$ cat config.mk
export PLATFORM = sky130hd
export DESIGN_NAME = uart_rx_fifo_gen2
export DESIGN_NICKNAME = d
export VERILOG_FILES = /design/src/rtl/uart_rx_fifo_gen2.sv
export SDC_FILE = /design/constraint.sdc
export NUM_CORES = 1
export LEC_CHECK = 0
export BUFFER_PORTS_ARGS = -buffer_cell sky130_fd_sc_hd__buf_4
export CORE_MARGIN = 3
export CORE_UTILIZATION = 55
export DETAILED_ROUTE_END_ITERATION = 6
export GPL_ROUTABILITY_DRIVEN = 0
export MAX_ROUTING_LAYER = met4
export PLACE_DENSITY_LB_ADDON = 0.1
export SETUP_SLACK_MARGIN = 0.2
export SYNTH_ARGS = -nofsm -noshare
export SYNTH_HDL_FRONTEND = slang
export SYNTH_SLANG_ARGS = --single-unit
$ cat constraint.sdc
create_clock -name CLK -period 3.61 [get_ports CLK]
set_input_delay 0.722 -clock CLK [delete_from_list [all_inputs] [get_ports CLK]]
set_output_delay 0.722 -clock CLK [all_outputs]
set_load 0.01 [all_outputs]
$ cat src/rtl/uart_rx_fifo_gen2.sv
// Oversampled UART receiver (majority vote, optional parity, 1/2 stop bits) feeding a
// show-ahead FIFO with valid/ready read side, plus overrun and break pulses.
module uart_rx_fifo_gen2 #(
    parameter int unsigned DATA_WIDTH = 8,
    parameter int unsigned FIFO_DEPTH = 4,
    parameter int unsigned PRESC_W    = 6
) (
    input  logic                          CLK,
    input  logic                          RST,
    input  logic [PRESC_W-1:0]            PRESCALAR,
    input  logic                          PAR_EN,
    input  logic                          PAR_TYP,
    input  logic                          STOP2,
    input  logic                          RX_IN,
    output logic [DATA_WIDTH-1:0]         RX_DATA,
    output logic                          RX_PAR_ERR,
    output logic                          RX_STP_ERR,
    output logic                          RX_VALID,
    input  logic                          RX_READY,
    output logic                          OVERRUN,
    output logic                          BREAK_DET,
    output logic [$clog2(FIFO_DEPTH):0]   FIFO_LEVEL
);

    localparam int unsigned PTR_W = $clog2(FIFO_DEPTH);
    localparam int unsigned CNT_W = PTR_W + 1;
    localparam int unsigned BIT_W = $clog2(DATA_WIDTH + 1);
    localparam int unsigned ENT_W = DATA_WIDTH + 2;

    localparam logic [PRESC_W-1:0] P_ONE   = PRESC_W'(1);
    localparam logic [CNT_W-1:0]   C_ONE   = CNT_W'(1);
    localparam logic [PTR_W-1:0]   PTR_ONE = PTR_W'(1);
    localparam logic [BIT_W-1:0]   B_ONE   = BIT_W'(1);
    localparam logic [BIT_W-1:0]   B_LAST  = BIT_W'(DATA_WIDTH - 1);
    localparam logic [CNT_W-1:0]   C_FULL  = CNT_W'(FIFO_DEPTH);

    typedef enum logic [2:0] {StIdle, StStart, StData, StParity, StStop} state_e;

    state_e                  state_q, state_d;
    logic                    sync1_q, sync2_q;
    logic [PRESC_W-1:0]      edge_cnt_q, edge_cnt_d;
    logic [BIT_W-1:0]        bit_cnt_q, bit_cnt_d;
    logic [DATA_WIDTH-1:0]   data_q, data_d;
    logic                    par_err_q, par_err_d;
    logic                    stp_err_q, stp_err_d;
    logic                    s0_q, s0_d, s1_q, s1_d;
    logic                    wait_high_q, wait_high_d;
    logic [PRESC_W-1:0]      p_q, p_d;
    logic                    par_en_q, par_en_d, par_typ_q, par_typ_d, stop2_q, stop2_d;

    logic                    rx_s, maj, at_s0, at_s1, at_samp, at_end;
    logic [PRESC_W-1:0]      half;
    logic                    commit, brk;
    logic [ENT_W-1:0]        entry;

    assign rx_s    = sync2_q;
    assign half    = {1'b0, p_q[PRESC_W-1:1]};
    assign at_s0   = (edge_cnt_q == half - P_ONE);
    assign at_s1   = (edge_cnt_q == half);
    assign at_samp = (edge_cnt_q == half + P_ONE);
    assign at_end  = (edge_cnt_q == p_q - P_ONE);
    assign maj     = (s0_q & s1_q) | (s0_q & rx_s) | (s1_q & rx_s);

    always_comb begin
        state_d     = state_q;
        edge_cnt_d  = edge_cnt_q;
        bit_cnt_d   = bit_cnt_q;
        data_d      = data_q;
        par_err_d   = par_err_q;
        stp_err_d   = stp_err_q;
        s0_d        = s0_q;
        s1_d        = s1_q;
        wait_high_d = wait_high_q;
        p_d         = p_q;
        par_en_d    = par_en_q;
        par_typ_d   = par_typ_q;
        stop2_d     = stop2_q;
        commit      = 1'b0;
        brk         = 1'b0;
        entry       = {par_err_q, stp_err_q | ~maj, data_q};

        if (state_q != StIdle) begin
            edge_cnt_d = at_end ? '0 : edge_cnt_q + P_ONE;
            if (at_s0) s0_d = rx_s;
            if (at_s1) s1_d = rx_s;
        end

        unique case (state_q)
            StIdle: begin
                edge_cnt_d = '0;
                bit_cnt_d  = '0;
                if (wait_high_q) begin
                    if (rx_s) wait_high_d = 1'b0;
                end else if (!rx_s) begin
                    state_d   = StStart;
                    p_d       = PRESCALAR;
                    par_en_d  = PAR_EN;
                    par_typ_d = PAR_TYP;
                    stop2_d   = STOP2;
                    par_err_d = 1'b0;
                    stp_err_d = 1'b0;
                end
            end
            StStart: begin
                if (at_samp && maj) begin
                    state_d    = StIdle;
                    edge_cnt_d = '0;
                end else if (at_end) begin
                    state_d = StData;
                end
            end
            StData: begin
                if (at_samp) data_d = {maj, data_q[DATA_WIDTH-1:1]};
                if (at_end) begin
                    if (bit_cnt_q == B_LAST) begin
                        bit_cnt_d = '0;
                        state_d   = par_en_q ? StParity : StStop;
                    end else begin
                        bit_cnt_d = bit_cnt_q + B_ONE;
                    end
                end
            end
            StParity: begin
                if (at_samp) par_err_d = (maj != (^data_q ^ par_typ_q));
                if (at_end) state_d = StStop;
            end
            StStop: begin
                if (at_samp) begin
                    if (!maj) stp_err_d = 1'b1;
                    // bit_cnt marks which stop bit we are in; commit mid final stop bit
                    if (!(stop2_q && bit_cnt_q == '0)) begin
                        commit     = 1'b1;
                        brk        = (data_q == '0) && !maj;
                        state_d    = StIdle;
                        edge_cnt_d = '0;
                        bit_cnt_d  = '0;
                        if (brk) wait_high_d = 1'b1;
                    end
                end else if (at_end) begin
                    bit_cnt_d = B_ONE;
                end
            end
            default: state_d = StIdle;
        endcase
    end

    always_ff @(posedge CLK) begin
        if (RST) begin
            state_q     <= StIdle;
            sync1_q     <= 1'b1;
            sync2_q     <= 1'b1;
            edge_cnt_q  <= '0;
            bit_cnt_q   <= '0;
            data_q      <= '0;
            par_err_q   <= 1'b0;
            stp_err_q   <= 1'b0;
            s0_q        <= 1'b1;
            s1_q        <= 1'b1;
            wait_high_q <= 1'b0;
            p_q         <= '0;
            par_en_q    <= 1'b0;
            par_typ_q   <= 1'b0;
            stop2_q     <= 1'b0;
        end else begin
            state_q     <= state_d;
            sync1_q     <= RX_IN;
            sync2_q     <= sync1_q;
            edge_cnt_q  <= edge_cnt_d;
            bit_cnt_q   <= bit_cnt_d;
            data_q      <= data_d;
            par_err_q   <= par_err_d;
            stp_err_q   <= stp_err_d;
            s0_q        <= s0_d;
            s1_q        <= s1_d;
            wait_high_q <= wait_high_d;
            p_q         <= p_d;
            par_en_q    <= par_en_d;
            par_typ_q   <= par_typ_d;
            stop2_q     <= stop2_d;
        end
    end

    logic [ENT_W-1:0] mem [FIFO_DEPTH];
    logic [PTR_W-1:0] wr_ptr_q, wr_ptr_d, rd_ptr_q, rd_ptr_d;
    logic [CNT_W-1:0] count_q, count_d, remaining;
    logic [ENT_W-1:0] head_q, head_d;
    logic             valid_q, ovr_q, brk_q;
    logic             push, pop, full;

    assign full = (count_q == C_FULL);
    assign push = commit && !brk && !full;
    assign pop  = valid_q && RX_READY;

    always_comb begin
        wr_ptr_d  = push ? wr_ptr_q + PTR_ONE : wr_ptr_q;
        rd_ptr_d  = pop ? rd_ptr_q + PTR_ONE : rd_ptr_q;
        remaining = pop ? count_q - C_ONE : count_q;
        unique case ({push, pop})
            2'b10:   count_d = count_q + C_ONE;
            2'b01:   count_d = count_q - C_ONE;
            default: count_d = count_q;
        endcase
        head_d = head_q;
        // when the FIFO drains to empty this cycle, the incoming frame becomes the head directly
        if (remaining == '0) begin
            if (push) head_d = entry;
        end else begin
            head_d = mem[rd_ptr_d];
        end
    end

    always_ff @(posedge CLK) begin
        if (push) mem[wr_ptr_q] <= entry;
    end

    always_ff @(posedge CLK) begin
        if (RST) begin
            wr_ptr_q <= '0;
            rd_ptr_q <= '0;
            count_q  <= '0;
            head_q   <= '0;
            valid_q  <= 1'b0;
            ovr_q    <= 1'b0;
            brk_q    <= 1'b0;
        end else begin
            wr_ptr_q <= wr_ptr_d;
            rd_ptr_q <= rd_ptr_d;
            count_q  <= count_d;
            head_q   <= head_d;
            valid_q  <= (count_d != '0);
            ovr_q    <= commit && !brk && full;
            brk_q    <= brk;
        end
    end

    assign RX_DATA    = head_q[DATA_WIDTH-1:0];
    assign RX_STP_ERR = head_q[DATA_WIDTH];
    assign RX_PAR_ERR = head_q[DATA_WIDTH+1];
    assign RX_VALID   = valid_q;
    assign OVERRUN    = ovr_q;
    assign BREAK_DET  = brk_q;
    assign FIFO_LEVEL = count_q;

endmodule

## Yosys cells after proc, flatten, opt, wreduce, memory -nomap -nowiden

Memory sizes are Yosys's and may differ from the RTL's.
Cells that the tools add are included.

- Word-level logic and storage cells: 147
- Output and inout bits: 16
- Memories kept: 1
- Bits in writable memories: 40
- Flip-flop bits (word level): 57

Memory list:

| memory | words | bits a word | read ports | clocked after memory_dff | wr ports | line | source |
|---|---|---|---|---|---|---|---|
| mem | 4 | 10 | 1 | 0 | 1 | 183 | `logic [ENT_W-1:0] mem [FIFO_DEPTH];` |

- Bitwise logic cells: 10
- Eq/ne operators: 27
- $add $sub $neg: 9
- Mux-type cells: 49
- Reduce and logical (&&, ||, !) cells: 29

Operators with widths:

| kind | number |
|---|---|
| $mux W3 | 11 |
| $mux W6 | 5 |
| $ne A2 B2 Y1 const B | 11 |
| $mux W10 | 2 |
| $mux W4 | 5 |
| $eq A6 B6 Y1 | 3 |
| $mux W1 | 18 |
| $pmux W6 S3 | 1 |
| $pmux W3 S5 | 1 |
| $pmux W4 S3 | 1 |
| $reduce_and A4 Y1 | 3 |
| $ne A3 B3 Y1 const B | 3 |
| $reduce_bool A3 Y1 | 3 |
| $logic_not A8 Y1 | 1 |
| $reduce_and A8 Y1 | 1 |
| $reduce_xor A8 Y1 | 1 |
| $logic_and A1 B1 Y1 | 7 |
| $add A5 B1 Y6 const B | 1 |
| $add A6 B1 Y6 const B | 1 |
| $eq A3 B2 Y1 const B | 2 |
| $eq A3 B3 Y1 const B | 2 |
| $eq A6 B5 Y1 | 1 |
| $logic_not A3 Y1 | 2 |
| $pmux W1 S2 | 3 |
| other kinds (23) | 35 |

## Depth between registers and ports, before layout

Gate-level depths: netlist of the first run.

- Word-level depth: 14
- Gate-level depth with buffers: 15
- Depth with buffers taken out: 13

## Worst setup path after synthesis of the first run

OpenSTA, ideal clock, no wires.

- Kind: register -> register
- From: reg p_q[1]
- To: reg valid_q, in the netlist RX_VALID
- Cell stages (with the launch flop): 15
- Library setup time: 0.133 ns
- Arrival time: 2.987 ns
- Period minus slack after synthesis: 3.120 ns
- Buffers on the path: 1
- Path slack: 0.490 ns
- Cell sequence: dfxtp_1 > inv_1 > ha_1 > xor2_1 > nor2_1 > nand4_2 > or3_1 > nor4_2 > inv_1 > ha_1 > clkbuf_1 > a21oi_1 > o21ai_0 > a21oi_1 > a31oi_1

- Cells in the longest elaborated chain, start to end: 10

Ends and longest elaborated chain:

| element | line | source |
|---|---|---|
| start: declaration | 48 | `logic [PRESC_W-1:0] p_q, p_d;` |
| start signal: assignment | 176 | `p_q <= p_d;` |
| $add A5 B1 Y6 * | 60 | `assign at_samp = (edge_cnt_q == half + P_ONE);` |
| $eq A6 B6 Y1 * | 60 |  |
| $mux W1 | 128 | `if (at_samp) begin` |
| $mux W1 | 88 | `unique case (state_q)` |
| $logic_not A1 Y1 | 191 | `assign push = commit && !brk && !full;` |
| $logic_and A1 B1 Y1 * (2 in series) | 191 |  |
| via push | 188 | `logic push, pop, full;` |
| $eq A2 B1 Y1 / $eq A2 B2 Y1 (equally long branches) | 198 | `unique case ({push, pop})` |
| $pmux W3 S2 * | 198 |  |
| $reduce_bool A3 Y1 * | 230 | `valid_q <= (count_d != '0);` |
| end signal: assignment | 230 |  |
| end: declaration | 187 | `logic valid_q, ovr_q, brk_q;` |

The timed path passes the listed nets; every way through them passes the cells marked *.
A chain may end at the register's enable or synchronous reset.

## Worst setup path after layout of the first run

- From: reg p_q[2]
- To: reg valid_q, in the netlist RX_VALID

The elaborated chain is that of the path after synthesis.

==> metrics.txt, run 1 <==
Final min period=3130 ps; full die area=9900 um2; FF-to-FF Start=p_q[2]; Gate power share=19.6%; Worst Skew=10.0 ps; Final Setup Violations=0; Leak Pwr=1.84 nW; DRT Wirelength=9.21 mm; crit end category=register; cells after synthesis=462; Port Buffers=28; Syn Nets=495; Total Routing Usage GR=20.6%; Top FF cell, synth=dfxtp_1; fin crit share=86.6%; initial antenna violation count=0; DRT iter0 DRCs=155; CP Class=register to register; Switching Fraction=31.2%; Slew @ Worst Pin=720 ps; post-DR wirelength/cell=15.6 um; Max-Cap Viols=0; placed cell area=5080 um2; Initial Util=57.7%; Clock Latency Late Sink=350 ps; final std cells w/o fill=592; total clock sinks=97; largest cells by area after synthesis=edfxtp_1 25%, dfxtp_1 24%, ha_1 5.2%, mux4_2 4.7%, nand2_1 4.4%; Worst EP required=3830 ps; Clk pwr share=28.2%; reg2reg path depth=13; Crit Reg-Reg Endpoint=RX_VALID; Synth top area share=25.0%; cell taking the most area after synthesis=edfxtp_1; Via density=5.76; Post-synth ARST share=0%; fin. max-slew vios=0; RSZ-0062 raised after global routing=no; Synth Cell Area=4810 um2; largest net degree at the start of global routing=53; outcome=finished clean; most frequent cell after synthesis=dfxtp_1; drt pass-1 iters=5; Chip Height=99.5 um; die width=99.5 um; total CTS buffers=9; CTS tree=built; Fin Hold WS=426 ps; via count=3,409; first-pass GRT wire length=15.9 mm; CP peak stage delay=440 ps; nets=515; WP buf/inv=2; CP max-delay cell=or3_4; ant diodes=0; filler cell count=701; critical hold path startpoint=sync1_q; FP Rows=33; Hold EP=rx_s; register area share after synthesis=48.7%; residual DRC count=0; vias in the first global route=3,280; CP Data Arrival Time=3350 ps; FF-to-FF setup slack=480 ps; Mapped Avg Cell Area=10.4 um2; switching power=0.000731 W; Worst IR Drop VDD=0.254 mV; Flop pwr share=52.3%; DRT antenna net count=0; PnR Total Power=0.00235 W; Worst setup SP type=register; Final Hold Fails=0; YS warnings=0; IO Pins=29; share of cells above drive strength 1=16.6%; HPWL Detailed=6.83 mm; Synth cell types=63; Rel. slew slack=51.3%; PD cells=444 nW/um2; H-tree depth=3; Longest Clk Path Bufs=2; Top delay family on crit path=simple AND/OR/NAND/NOR gates; Yosys reg bits=97; crit path cell chain=inv_1 > ha_1 > xor2_1 > nor2_2 > nand4_2 > or3_4 > nor4_4 > inv_1 > ha_1 > a21oi_1 > o21ai_0 > a21oi_1 > a31oi_1; design area=5290 um2; setup_tns=0 ps; CTS root buffer=clkbuf_8; placed insts=576; worst hold-check path type=register to register; cell-internal power=0.00161 W; Layout area overhead=9.91%; Clock transition at path regs=100 ps; Hold Crit Depth=1; CORE AREA=8340 um2; number of synthesized flops with an enable pin=40; top cells by count, synth=57 x dfxtp_1, 56 x nand2_1, 40 x edfxtp_1; FMAX=320 MHz; GR Overflow Total=0; critical-path maximum fanout=8
==> power by group through the flow <==
stage	Sequential, W	Clock, W	Combinational [W]
after floorplan	0.00121	0	0.000383
after global placement	0.00125	0	0.000441
after detailed placement	0.00125	0	0.000449
after CTS	0.00122	0.000683	0.000452
after global routing	0.00123	0.000728	0.000507
final	0.00123	0.000661	0.000459
==> stage by stage <==
step	util [%]	setup slack, ps
after floorplan	-	490
after global placement	60.9	425
after detailed placement	60.9	323
after CTS	63.1	304
after global routing	63.4	248
final	63.4	483
==> state kept, by name, indices dropped and copies added, names as in the netlist, 2 cells and up <==
| name | count |
|---|---|
| head_q | 10 |
| p_q | 6 |
| rd_ptr_q | 2 |
| bit_cnt_q | 4 |
| data_q | 8 |
| edge_cnt_q | 6 |
| mem | 40 |
| wr_ptr_q | 2 |
| FIFO_LEVEL | 3 |
| state_q | 3 |
==> routing by layer <==
layer  global-route usage, %  vias to the layer above  wire [um]
met5                       -                        -          0
met4                    8.30                        0        196
met3                    2.66                       15        325
met1                    25.8                     1628       4080
met2                    33.8                       76       4620
li1                        -                     1690          -
==> final cells by class <==
type,count,area (um2),share of cell area (%)
sequential,97,2350,44.4
multi-input combinational,317,2280,43.1
timing repair buffer,34,255,4.83
tap,105,131,2.49
clock buffer,9,124,2.34
inverter,23,86.3,1.63
clock inverter,7,62.6,1.18
==> how the worst max path moves through the flow <==
| stage | from | end | slack (ps) | cells after the start |
|---|---|---|---|---|
| after floorplan | p_q[1] | RX_VALID | 490 | 14 |
| after global placement | p_q[2] | RX_VALID | 430 | 13 |
| after detailed placement | p_q[2] | RX_VALID | 320 | 13 |
| after CTS | p_q[2] | RX_VALID | 300 | 13 |
| after global routing | p_q[1] | RX_VALID | 250 | 13 |
| final | p_q[2] | RX_VALID | 480 | 13 |
==> kinds of logic after synthesis <==
family	count (synthesis)	share of synthesized area (%)
DFF	97	48.7
and+or+nand+nor	153	15.5
muxes	25	7.83
xor gates and xnor gates	30	5.93
adders and majority gates	20	5.20
buffers and inverters	48	4.37
AOI/OAI and AO/OA	89	12.5
==> cells in the final DEF, fill, tap and decap left out, types with 7 or more instances in the layout <==
master,n
a211oi_1,11
clkbuf_8,9
nand3_1,7
o21ai_0,9
nor2_1,37
xor2_1,10
nand2_1,56
ha_1,20
nor3_1,14
nand2b_1,8
buf_4,34
dfxtp_1,54
mux4_2,10
inv_1,23
mux2i_1,14
xnor2_1,17
a21oi_1,30
edfxtp_1,40
==> what timing repair did <==
item | 4_1_cts | 5_1_grt
setup endpoints to repair | 0 | 2
setup buffers | 0 | 0
gates resized for setup | 0 | 6
hold buffers | 0 | 0
No activity file was read; power rests on OpenSTA's default activity.
==> inputs of run 2 (changes only) <==
Settings changed: CELL_PAD_IN_SITES_DETAIL_PLACEMENT set to 0, CELL_PAD_IN_SITES_GLOBAL_PLACEMENT set to 1, CORE_UTILIZATION 55 to 48.
==> run 2 against run 1 <==
  * Via count increased by 0.32%
  * Power increased by 5.0%
  * Hold slack improved by 1.1 ps
  * First-iteration DRC count increased by 30%
  * Combinational power increased by 2%
  * Cell count increased by 4.4%
  * Critical path type unchanged
  * Critical endpoint unchanged
  * Largest power group unchanged
==> metrics.txt, run 2 (synthesis gave the netlist of run 1 again) <==
CTS tree=built; RSZ-0062 raised after global routing=no; Layout area overhead=11.1%; FF-to-FF setup slack=360 ps; DRT iter0 DRCs=201; CP Data Arrival Time=3470 ps; Clock Latency Late Sink=350 ps; Clock transition at path regs=90 ps; Gate power share=19.0%; fin util=56.2%; Final Setup Violations=0; Worst EP required=3830 ps; post-DR wirelength/cell=16.4 um; Fin Hold WS=427 ps; initial antenna violation count=0; cell-internal power=0.00174 W; drt pass-1 iters=4; Seq. cell area=2340 um2; Slew @ Worst Pin=921 ps; outcome=finished clean; residual DRC count=0; Worst Setup Slack, final=357 ps; Clk pwr share=31.2%; placed cell area=5120 um2; Initial Util=50.6%; Switching Fraction=29.2%; CP Class=register to register; Post-CTS Setup Bufs=0; Chip Height=106 um; Top reg by flops=mem; Final Hold Fails=0; Max-Cap Viols=0; design area=5340 um2; setup_tns=0 ps; first-pass GRT wire length=16.7 mm; ant diodes=0; DP Worst Slack=354 ps; total clock sinks=97; Worst Skew=10.4 ps; Worst IR Drop VDD=0.230 mV; DRT Wirelength=10.1 mm; max reg flops=40; GR Overflow Total=0; CORE AREA=9500 um2; switching power=0.000719 W; Final min period=3250 ps; share of cells above drive strength 1=15.7%; worst hold-check path type=register to register; fin crit share=90.1%; biggest regs=mem x40, head_q x10, data_q x8; total CTS buffers=9; crit end category=register; Leak Pwr=1.86 nW; FMAX=307 MHz; largest net degree at the start of global routing=53; IO Pins=29; Total Routing Usage GR=19.5%; vias in the first global route=3,213; HPWL Detailed=7.15 mm; DRT antenna net count=0; Longest Clk Path Bufs=2; Flop pwr share=49.7%; CTS root buffer=clkbuf_8; PD cells=461 nW/um2; nets=517; multi-input logic area=2260 um2; critical-path maximum fanout=8; die width=106 um; H-tree depth=3; Rel. slew slack=37.8%; Port Buffers=28; fin. max-slew vios=0; filler cell count=823; FP Rows=35; Worst setup SP type=register; most frequent cells in the layout=56 x dfxtp_1, 56 x nand2_1, 40 x edfxtp_1; via count=3,420; full die area=11,300 um2; Via density=5.53
## run 2: worst paths after layout
check,from,end,cells after the start
setup / recovery,p_q[1],RX_VALID,13
hold / removal,sync1_q,rx_s,1
setup reg to reg,p_q[1],RX_VALID,13
hold reg to reg,sync1_q,rx_s,1
## run 2: repair_timing
action,in CTS,in global routing
gates resized for setup,0,1
setup endpoints to repair,0,2
hold buffers,0,0
## run 2: stage by stage
stage	power (W)	std cells
after floorplan	0.00159	462
after global placement	0.00172	602
after detailed placement	0.00171	602
after CTS	0.00248	618
after global routing	0.00259	618
final	0.00246	618
## run 2: power groups by stage
stage / Sequential (W) / Clock, W / Combinational, W
6_report: 0.00122 / 0.000769 / 0.000469
5_1_grt: 0.00124 / 0.000827 / 0.000523
4_1_cts: 0.00122 / 0.000790 / 0.000466
3_5_place_dp: 0.00125 / 0 / 0.000463
3_3_place_gp: 0.00125 / 0 / 0.000466
2_1_floorplan: 0.00121 / 0 / 0.000383
## run 2: layout make-up
class	instances	share of cell area [%]
multi-input cells	317	42.4
repair buffers	36	5.06
clock inverters	6	1.66
clock buffers	10	2.39
flip-flops and latches	97	43.9
inverters	23	1.62
well taps	129	3.02
## run 2: worst max-delay path, stage by stage (launching register included)
cell and delay [ps]:
dfxtp_1 440, inv_1 120, ha_1 310, xor2_1 160
nor2_1 170, nand4_2 120, or3_1 460, nor4_2 310
inv_1 80, ha_1 390, a21oi_1 160, o21ai_0 100
a21oi_1 200, a31oi_1 90
## run 2: metal layers
layer / vias to the layer above / track usage (%) / part of all wire (%)
met2: 78 / 28.7 / 45
met3: 6 / 3.95 / 4.5
met5: - / - / 0
met4: 0 / 4.35 / 0.47
li1: 1694 / - / -
met1: 1642 / 28.1 / 50
==> inputs of run 3 (changes only) <==
==> constraint.sdc (replaced) <==
create_clock -name CLK -period 3.2 [get_ports CLK]
set_input_delay 0.32 -clock CLK [delete_from_list [all_inputs] [get_ports CLK]]
set_output_delay 0.32 -clock CLK [all_outputs]
set_load 0.01 [all_outputs]
==> run 3 against run 2 <==
  * Setup slack better by 21 ps
  * Critical path depth fell by 1
  * First-iteration DRC count fell by 39%
  * Highest routed layer unchanged
  * Sequential power rose by 11%
  * Cell count is 1.5% higher
  * Non-clock buffer count up 9
  * Die area unchanged
  * Hold slack worse by 280 ps
==> metrics.txt, run 3 (synthesis gave the netlist of run 1 again) <==
outcome=finished clean; Initial Util=50.6%; Max-Cap Viols=0; Slew @ Worst Pin=634 ps; DRT Wirelength=9.92 mm; Max Used Layer=met4; DRT antenna net count=0; Worst setup SP type=register; Hold Crit Depth=2; Top delay family on crit path=simple AND/OR/NAND/NOR gates; PD cells=507 nW/um2; critical hold path startpoint=RX_IN; WP buf/inv=2; routed length on met2=5.10 mm; Rel. slew slack=57.4%; RSZ-0062 raised after global routing=no; Via density=5.43; Final Hold Fails=0; most frequent cells in the layout=57 x dfxtp_1, 56 x nand2_1, 45 x buf_4; CP max-delay cell=or3_4; CP startpoint=p_q[1]; ant diodes=0; Final Setup Violations=0; nets=526; final std cells w/o fill=627; Longest Clk Path Bufs=2; reg2reg path depth=12; FF-to-FF setup slack=380 ps; Worst EP required=3500 ps; FF-to-FF Start=p_q[1]; leading cell type in the layout, fill and taps excluded=dfxtp_1; Routed met3 length=226 um; drt pass-1 iters=4; IO Pins=29; residual DRC count=0; worst hold-check path type=primary input to register; Total Routing Usage GR=19.4%; die width=106 um; placed cell area=5190 um2; biggest regs=mem x40, head_q x10, data_q x8; H-tree depth=3; CP peak stage delay=430 ps; design area=5420 um2; vias in the first global route=3,369; Clock Latency Late Sink=370 ps; Leak Pwr=1.91 nW; filler cell count=818; PnR Total Power=0.00275 W; Crit Reg-Reg Endpoint=RX_VALID; via count=3,406; CP Data Arrival Time=3120 ps; CP Class=register to register; post-DR wirelength/cell=15.8 um; Layout area overhead=12.8%; CORE AREA=9500 um2; Top reg by flops=mem; most used cell, CP=ha_1; FP Rows=35; Metal-1 WL=4.44 mm; initial antenna violation count=0; HPWL Detailed=7.25 mm; Chip Height=106 um; max reg flops=40; crit path cell chain=inv_1 > ha_1 > xor2_1 > nor2_1 > nand4_2 > or3_4 > nor4_4 > buf_4 > ha_1 > mux2i_1 > a211o_1 > a31oi_1; crit end category=register; DRT iter0 DRCs=123; placed insts=610; full die area=11,300 um2; Clock transition at path regs=100 ps; setup_tns=0 ps; share of cells above drive strength 1=18.1%; CTS root buffer=clkbuf_8; CTS tree=built; Hold EP=sync1_q; Port Buffers=28; total CTS buffers=9; Worst Skew=21.4 ps; Final min period=2820 ps; total clock sinks=97; GR Overflow Total=0; fin crit share=88.2%; FMAX=354 MHz; first-pass GRT wire length=17.1 mm; critical-path maximum fanout=5; fin. max-slew vios=0; largest net degree at the start of global routing=53; Worst IR Drop VDD=0.218 mV
==> run 3: where the power goes <==
| part | internal (W) | total [W] | switching (W) |
|---|---|---|---|
| clock | 0.000314 | 0.000808 | 0.000494 |
| sequential | 0.00131 | 0.00135 | 0.0000427 |
| combinational | 0.000243 | 0.000587 | 0.000344 |
==> run 3: metrics by stage <==
step / hold WS (ps) / setup WS (ps) / util [%]
global route: 140 / 156 / 57.1
global placement: 406 / 322 / 54.7
floorplan: 389 / 243 / -
detailed placement: 405 / 237 / 54.7
finish: 148 / 377 / 57.1
CTS: 134 / 221 / 56.8
==> run 3: layer usage <==
| layer | up-vias | GRT usage, % |
|---|---|---|
| li1 | 1711 | - |
| met4 | 0 | 6.38 |
| met5 | - | - |
| met3 | 13 | 2.31 |
| met1 | 1633 | 24.6 |
| met2 | 49 | 32.4 |
==> run 3: worst max-delay path by stage <==
stage | endpoint | slack (ps) | cells past startpoint
4_1_cts | RX_VALID | 220 | 13
6_report | RX_VALID | 380 | 12
5_1_grt | RX_VALID | 160 | 12
2_1_floorplan | RX_VALID | 240 | 14
3_3_place_gp | RX_VALID | 320 | 13
3_5_place_dp | RX_VALID | 240 | 13
==> run 3: area by class of cell <==
type / instances / area [um2] / share of cell area (%)
inverter: 23 / 86.3 / 1.59
timing repair buffer: 45 / 338 / 6.23
clock buffer: 9 / 124 / 2.28
clock inverter: 7 / 81.3 / 1.50
sequential: 97 / 2340 / 43.2
tap: 129 / 161 / 2.98
multi-input combinational: 317 / 2290 / 42.2
==> run 3: repair_timing <==
action                                  CTS  global route
endpoints found under the setup margin    0            33
resized for setup                         0             4
hold buffers                              0             0
setup buffers                             0             1
